**src/rtl/km_pkg.sv**
```systemverilog
// rtl/km_pkg.sv - shared constants and types for the km multiplier/reducer family
// Purpose: default residue width, fold constant, modulus and word types shared
//          by km_rtl, km_modred_pipe and their benches.
// Ports:   none (package).
package km_pkg;

    localparam int WORD_LEN = 14;
    localparam int C        = 3;
    localparam int TAG_W    = 4;
    localparam int Q_VAL    = (1 << WORD_LEN) - C;

    typedef logic [WORD_LEN-1:0]   residue_t;
    typedef logic [2*WORD_LEN-1:0] prod_t;

endpackage

```
**src/rtl/km_fold.sv**
```systemverilog
// rtl/km_fold.sv - combinational pseudo-Mersenne fold dout = lo + C*hi
// Purpose: one folding step for Q = 2^WL - CF. Since 2^WL == CF (mod Q), the
//          bits at and above WL can be replaced by CF times their value.
// Ports:
//   din   in   IN_W   value to fold; low WL bits are lo, the rest is hi
//   dout  out  OUT_W  lo + CF*hi; OUT_W must be wide enough for the sum
module km_fold #(
    parameter int IN_W  = 28,
    parameter int OUT_W = 17,
    parameter int WL    = 14,
    parameter int CF    = 3
) (
    input  logic [IN_W-1:0]  din,
    output logic [OUT_W-1:0] dout
);

    logic [OUT_W-1:0] lo_ext;
    logic [OUT_W-1:0] hi_ext;

    assign lo_ext = OUT_W'(din[WL-1:0]);
    assign hi_ext = OUT_W'(din[IN_W-1:WL]);
    assign dout   = lo_ext + OUT_W'(CF) * hi_ext;

endmodule

```
**src/rtl/km_modred_pipe.sv**
```systemverilog
// rtl/km_modred_pipe.sv - three-stage pipelined reduction of a raw product mod 2^WORD_LEN - C
// Purpose: S1 folds the 2*WORD_LEN product, S2 folds again, S3 does the final
//          conditional subtract. One global stall keeps every stage in lockstep.
// Ports:
//   clk        in   1            rising-edge clock
//   rst        in   1            asynchronous active-high reset
//   in_valid   in   1            in_prod/in_tag valid
//   in_ready   out  1            stage accepts this cycle
//   in_prod    in   2*WORD_LEN   raw product
//   in_tag     in   TAG_W        sideband tag, returned unchanged
//   out_valid  out  1            out_res/out_tag valid
//   out_ready  in   1            consumer accepts this cycle
//   out_res    out  WORD_LEN     in_prod mod Q
//   out_tag    out  TAG_W        tag of the presented result
module km_modred_pipe #(
    parameter int WORD_LEN = km_pkg::WORD_LEN,
    parameter int C        = km_pkg::C,
    parameter int TAG_W    = km_pkg::TAG_W
) (
    input  logic                  clk,
    input  logic                  rst,
    input  logic                  in_valid,
    output logic                  in_ready,
    input  logic [2*WORD_LEN-1:0] in_prod,
    input  logic [TAG_W-1:0]      in_tag,
    output logic                  out_valid,
    input  logic                  out_ready,
    output logic [WORD_LEN-1:0]   out_res,
    output logic [TAG_W-1:0]      out_tag
);

    localparam int X1_W = WORD_LEN + 3;
    localparam int X2_W = WORD_LEN + 1;
    localparam logic [X2_W-1:0] Q_EXT = X2_W'((1 << WORD_LEN) - C);

    logic              v1, v2, v3;
    logic [X1_W-1:0]   x1;
    logic [X2_W-1:0]   x2;
    logic [TAG_W-1:0]  t1, t2;

    logic              adv;
    logic [X1_W-1:0]   fold1;
    logic [X2_W-1:0]   fold2;
    logic [X2_W-1:0]   corr;

    // Whole pipe moves together; bubbles are not squeezed out under a stall.
    assign adv       = !v3 || out_ready;
    assign in_ready  = adv;
    assign out_valid = v3;

    km_fold #(.IN_W(2*WORD_LEN), .OUT_W(X1_W), .WL(WORD_LEN), .CF(C)) u_fold1 (
        .din  (in_prod),
        .dout (fold1)
    );

    km_fold #(.IN_W(X1_W), .OUT_W(X2_W), .WL(WORD_LEN), .CF(C)) u_fold2 (
        .din  (x1),
        .dout (fold2)
    );

    // After two folds x2 < 2^WL + 7C < 2Q for C <= 7, so one subtract suffices.
    assign corr = (x2 >= Q_EXT) ? (x2 - Q_EXT) : x2;

    always_ff @(posedge clk or posedge rst) begin
        if (rst) begin
            v1      <= 1'b0;
            v2      <= 1'b0;
            v3      <= 1'b0;
            x1      <= '0;
            x2      <= '0;
            t1      <= '0;
            t2      <= '0;
            out_res <= '0;
            out_tag <= '0;
        end else if (adv) begin
            v1 <= in_valid;
            v2 <= v1;
            v3 <= v2;
            // Data only follows a valid source so idle slots never load garbage.
            if (in_valid) begin
                x1 <= fold1;
                t1 <= in_tag;
            end
            if (v1) begin
                x2 <= fold2;
                t2 <= t1;
            end
            if (v2) begin
                out_res <= corr[WORD_LEN-1:0];
                out_tag <= t2;
            end
        end
    end

endmodule

```
**config.mk**
```make
export PLATFORM = sky130hd
export DESIGN_NAME = km_modred_pipe
export DESIGN_NICKNAME = d
export VERILOG_FILES = /design/src/rtl/km_pkg.sv /design/src/rtl/km_fold.sv /design/src/rtl/km_modred_pipe.sv
export SDC_FILE = /design/constraint.sdc
export NUM_CORES = 1
export LEC_CHECK = 0
export CELL_PAD_IN_SITES_DETAIL_PLACEMENT = 1
export CELL_PAD_IN_SITES_GLOBAL_PLACEMENT = 2
export CORE_MARGIN = 5
export CORE_UTILIZATION = 35
export DETAILED_ROUTE_END_ITERATION = 10
export GPL_ROUTABILITY_DRIVEN = 0
export PLACE_DENSITY = 0.84
export SYNTH_ARGS = -nofsm -noshare
export SYNTH_HDL_FRONTEND = slang
export SYNTH_SLANG_ARGS = --single-unit
```
**constraint.sdc**
```tcl
create_clock -name clk -period 3.7 [get_ports clk]
set_input_delay 0.925 -clock clk [delete_from_list [all_inputs] [get_ports clk]]
set_output_delay 0.925 -clock clk [all_outputs]
set_load 0.02 [all_outputs]
```
# Word level (Yosys, flattened, before mapping)
# Cells that the tools add are included.
word_totals:
  regBits: 61
  latchBits: 0
  ram_bits: 0
  mem_bits_ro: 0
  in_bits: 36
  output_inout_bits: 20
  word_cells: 21
  memories: 0
op_classes:
  n_addsub: 3
  mul: 2
  div: 0
  n_lt_le_gt_ge: 1
  n_eq_ne: 0
  n_shift: 0
  muxes: 1
  bitwise: 0
  n_reduce_logical: 5
op_table:
  columns: ["operator", "count"]
  rows:
  - ["$add A14 B17 Y17", 1]
  - ["$mul A2 B14 Y16 const A", 1]
  - ["$add A14 B15 Y15", 1]
  - ["$ge A15 B14 Y1 const B", 1]
  - ["$mux W14", 1]
  - ["$sub A14 B14 Y14 const B", 1]
  - ["$reduce_and A2 Y1", 3]
  - ["$mul A2 B3 Y5 const A", 1]
  - ["$logic_not A1 Y1", 1]
  - ["$logic_or A1 B1 Y1", 1]

# Logic depth before layout (Yosys ltp)
# Gate-level depths: netlist of run 1.
logic_depth:
  depth_word: 3
  mapped_depth: 17
  mapped_depth_nobuf: 17

# Modules after synthesis
# Synthesis of run 1 repeated with hierarchy kept, for this count alone.
hier_totals:
  hier_cells: 374
  area_unflattened_um2: 4027.6
by_module_without_submodules:
  columns: ["module", "n_inst", "cells_per_inst", "area_per_inst_um2", "seq_area_each_um2"]
  rows:
  - ["km_modred_pipe", 1, 215, 2642.5, 1526.5]
  - ["km_fold at u_fold1", 1, 111, 996.0, 0.0]
  - ["km_fold at u_fold2", 1, 48, 389.1, 0.0]

# Worst setup path before layout of run 1
# Ideal clock, no wire load.
synth_timing:
  path_kind: "input-to-reg"
  start: "in in_prod[14]"
  end: "reg x1[15]"
  setup_time_ns: 0.095
  t_arrival_ns: 3.772
  t_required_ns: 3.605
  setup_slack_ns: -0.167
  cell_stages: 16
  n_path_buf: 0
  cell_sequence: "ha_1 -> inv_1 -> fa_1 -> inv_1 -> a21oi_1 -> o21ai_1 -> nor4b_1 -> a211o_1 -> a21oi_1 -> xor2_1 -> ha_1 -> and2_1 -> a22o_1 -> a211oi_1 -> nor3_1 -> o31ai_1"
synth_between:
  elab_chain_cells: 2
synth_lines:
  columns: ["item", "line_no", "text"]
  rows:
  - ["start, declared", "km_modred_pipe.sv:24", "input logic [2*WORD_LEN-1:0] in_prod,"]
  - ["$mul A2 B14 Y16", "km_fold.sv:22", "assign dout = lo_ext + OUT_W'(CF) * hi_ext;"]
  - ["$add A14 B17 Y17", "km_fold.sv:22", null]
  - ["end signal, assigned", "km_modred_pipe.sv:81", "x1 <= fold1;"]
  - ["end, declared", "km_modred_pipe.sv:37", "logic [X1_W-1:0] x1;"]
# No other way between the ends.
# A chain may end at the register's enable or synchronous reset.

# Worst setup path in the final report of run 1
layout_timing:
  start: "in in_prod[23]"
  end: "reg x1[15]"
# The elaborated chain is that of the path after synthesis.

==> results of run 1 <==
-- layout by cell type, fill, tap and decap left out, drive strengths merged, types with 5 or more instances in the layout --
master,netlist,routed
a21o,13,13
a21oi,24,24
and3,5,5
buf,1,83
clkbuf,11,15
clkdlybuf4s50,0,46
dfrtp,61,61
ha,40,40
inv,17,17
mux2,16,16
nand2,57,57
nand3,12,12
nor2,21,21
nor2b,5,5
nor3,5,5
o21ai,52,52
xnor2,27,27
xor2,20,20
-- kinds of logic after synthesis --
group / after synthesis / synth area share, %
DFF: 61 / 36.4
xor gates and xnor gates: 47 / 9.82
and+or+nand+nor: 123 / 14.5
adders and majority gates: 44 / 13.9
AOI/OAI and AO/OA: 120 / 18.0
muxes: 16 / 4.30
buffers and inverters: 30 / 3.07
-- where the power goes --
part | internal, W | switching, W | total, W
Sequential | 0.000951 | 0.000257 | 0.00121
Clock | 0.000602 | 0.000288 | 0.000891
Combinational | 0.000915 | 0.000867 | 0.00178
-- metrics by stage --
| stage | instance area (um^2) | hold slack, ns | total power (W) | cells |
|---|---|---|---|---|
| 2_1_floorplan | 4200 | 0.456 | 0.00223 | 441 |
| 3_3_place_gp | 5420 | 0.462 | 0.00283 | 703 |
| 3_5_place_dp | 5420 | 0.476 | 0.00294 | 703 |
| 4_1_cts | 5860 | 0.488 | 0.00389 | 723 |
| 5_1_grt | 5970 | 0.513 | 0.00417 | 726 |
| 6_report | 5970 | 0.476 | 0.00388 | 726 |
-- registers in the layout (all words and copies together), names as in the netlist --
register,cells
out_res,14
out_tag,4
out_valid,1
t1,4
t2,4
v1,1
v2,1
x1,17
x2,15
-- what timing repair did --
item,in CTS,in global routing
gates resized for setup,39,27
buffers inserted,5,4
endpoints found under the setup margin,7,5
pin swaps,15,20
-- critical path: stages --
cell and delay, ns:
clkdlybuf4s50_1 0.44, ha_1 0.34, nor2_2 0.22, nor2b_1 0.10
a211o_1 0.31, a21oi_2 0.13, xor2_1 0.17, ha_1 0.28
buf_6 0.13, a22o_1 0.24, a211oi_2 0.27, o21a_1 0.15
o31ai_1 0.07
-- cell type report --
cell class | instances | area (um^2)
Sequential cell | 61 | 1530
Inverter | 17 | 63.8
Clock buffer | 11 | 243
Fill cell | 1348 | 5890
Timing Repair Buffer | 136 | 1140
Tap cell | 147 | 184
Clock inverter | 4 | 72.6
Multi-Input combinational cell | 350 | 2730
-- metal layers --
metal  vias to the layer above  wire [um]  global-route usage, %
li1                       1829          -                      -
met1                      1772       4270                   16.3
met2                        56       5930                   30.7
met3                        14        283                   2.85
met4                         0        210                   6.66
met5                         -          0                      0
-- path summary, 6_finish.rpt --
check / start / to / slack, ns
max: in_prod[23] / x1[15] / 0.10
min: out_res[2] / out_res[2] / 0.48
max reg2reg: x1[15] / x2[12] / 0.92
min reg2reg: out_res[2] / out_res[2] / 0.48
max in group asynchronous: rst / x1[12] / 1.94
min in group asynchronous: rst / out_tag[3] / 1.05
==> results.cfg, run 1 <==
[synthesis]
syn_area_um2 = 4190
ys_seq_area_share_pct = 36.4
synth_nets = 521
synth.avg_cell_area_um2 = 9.50
syn_inst = 441
synth.top_cell.area_share_pct = 36.4
synth_warnings = 0
synth.area.top_cells = dfrtp_1 36%, ha_1 12%, xnor2_1 5.6%
synth-main-ff-cell = dfrtp_1
synth.most_common_cell = dfrtp_1
synthTopCellsByCount = 61 x dfrtp_1, 57 x nand2_1, 43 x o21ai_0
synth_edf_count = 0
synth_top_area_cell = dfrtp_1
async_reset_ff_share_pct = 100
synth.distinct_cells = 55
synth-seq-cells = 61

[global_route]
grt_pass1_wl_um = 18300
grt_pass1_vias = 4089
antenna_found_initial = 0
grt.overflow.total = 0
track_usage_pct = 15.7
grt_max_degree = 39

[floorplanning]
rows = 40
core_um2 = 11900
die_area_um2 = 14300
die_h_um = 119
pin_count = 56
die_w_um = 119
start_util_pct = 35.3

[timing]
period_share_pct = 97.3
timing.final.ws_setup_ns = 0.101
period_needed_ns = 3.60
hold_violations = 0
skew_ns = 0.00411
fmax_mhz = 278
slew_violations = 0
maxSlewHeadroom_pct = 48.9
setup_viol = 0
setup_tns_ns = 0
max_slew.worst_pin.slew_ns = 0.765

[cts]
cts_tree = done
clock_path_buffers = 2
clk_transition_reported_paths_ns = 0.05
worstSkewPairLatency_ns = 0.32
cts-buffers-inserted = 9
holdBufCountCts = 0
cts_root_buf = clkbuf_16
cts_sinks = 61
cts_max_level = 3

[pwr]
p_per_area_nw_per_um2 = 650
vdd_drop_max_mv = 0.237
cellLeakagePower_nw = 2.71

[cells_and_area]
syn_to_final_growth_pct = 42.4
nets = 655
diodes = 0
drive_gt1_share_pct = 28.0
utilization_pct = 50.3

[worst_setup_path]
endpoint_kind = register
cp_max_fo = 3
timing.critical_path.arrival_ns = 3.78
rr_worst_depth = 11
critPathRequiredTime_ns = 3.88
start_kind = primary input
critPathKind = in -> reg

[place]
pre_cts_ws_ns = -0.851
port_buffers = 55
dp_hpwl_um = 8520

[routing]
viasPerCell = 5.06
wire_per_inst_um = 14.7
drtIter0Drc = 83
drc = 0
routed_wirelength_um = 10700
drt_pass1_iterations = 4
ant_nets = 0
dr_total_vias = 3671

[hold_path]
worst_hold_path.num_cells = 2
min_path_type = reg -> reg

[run]
maxCapViolations = 0

[status]
status = completed
Note: power is estimated with default switching activity, not from simulation.
==> run 2, diff against run 1 <==
GPL_TIMING_DRIVEN = 1   (was not set)
==> results of run 2 <==
The final DEF is identical to that of run 1; final timing and power are the same.
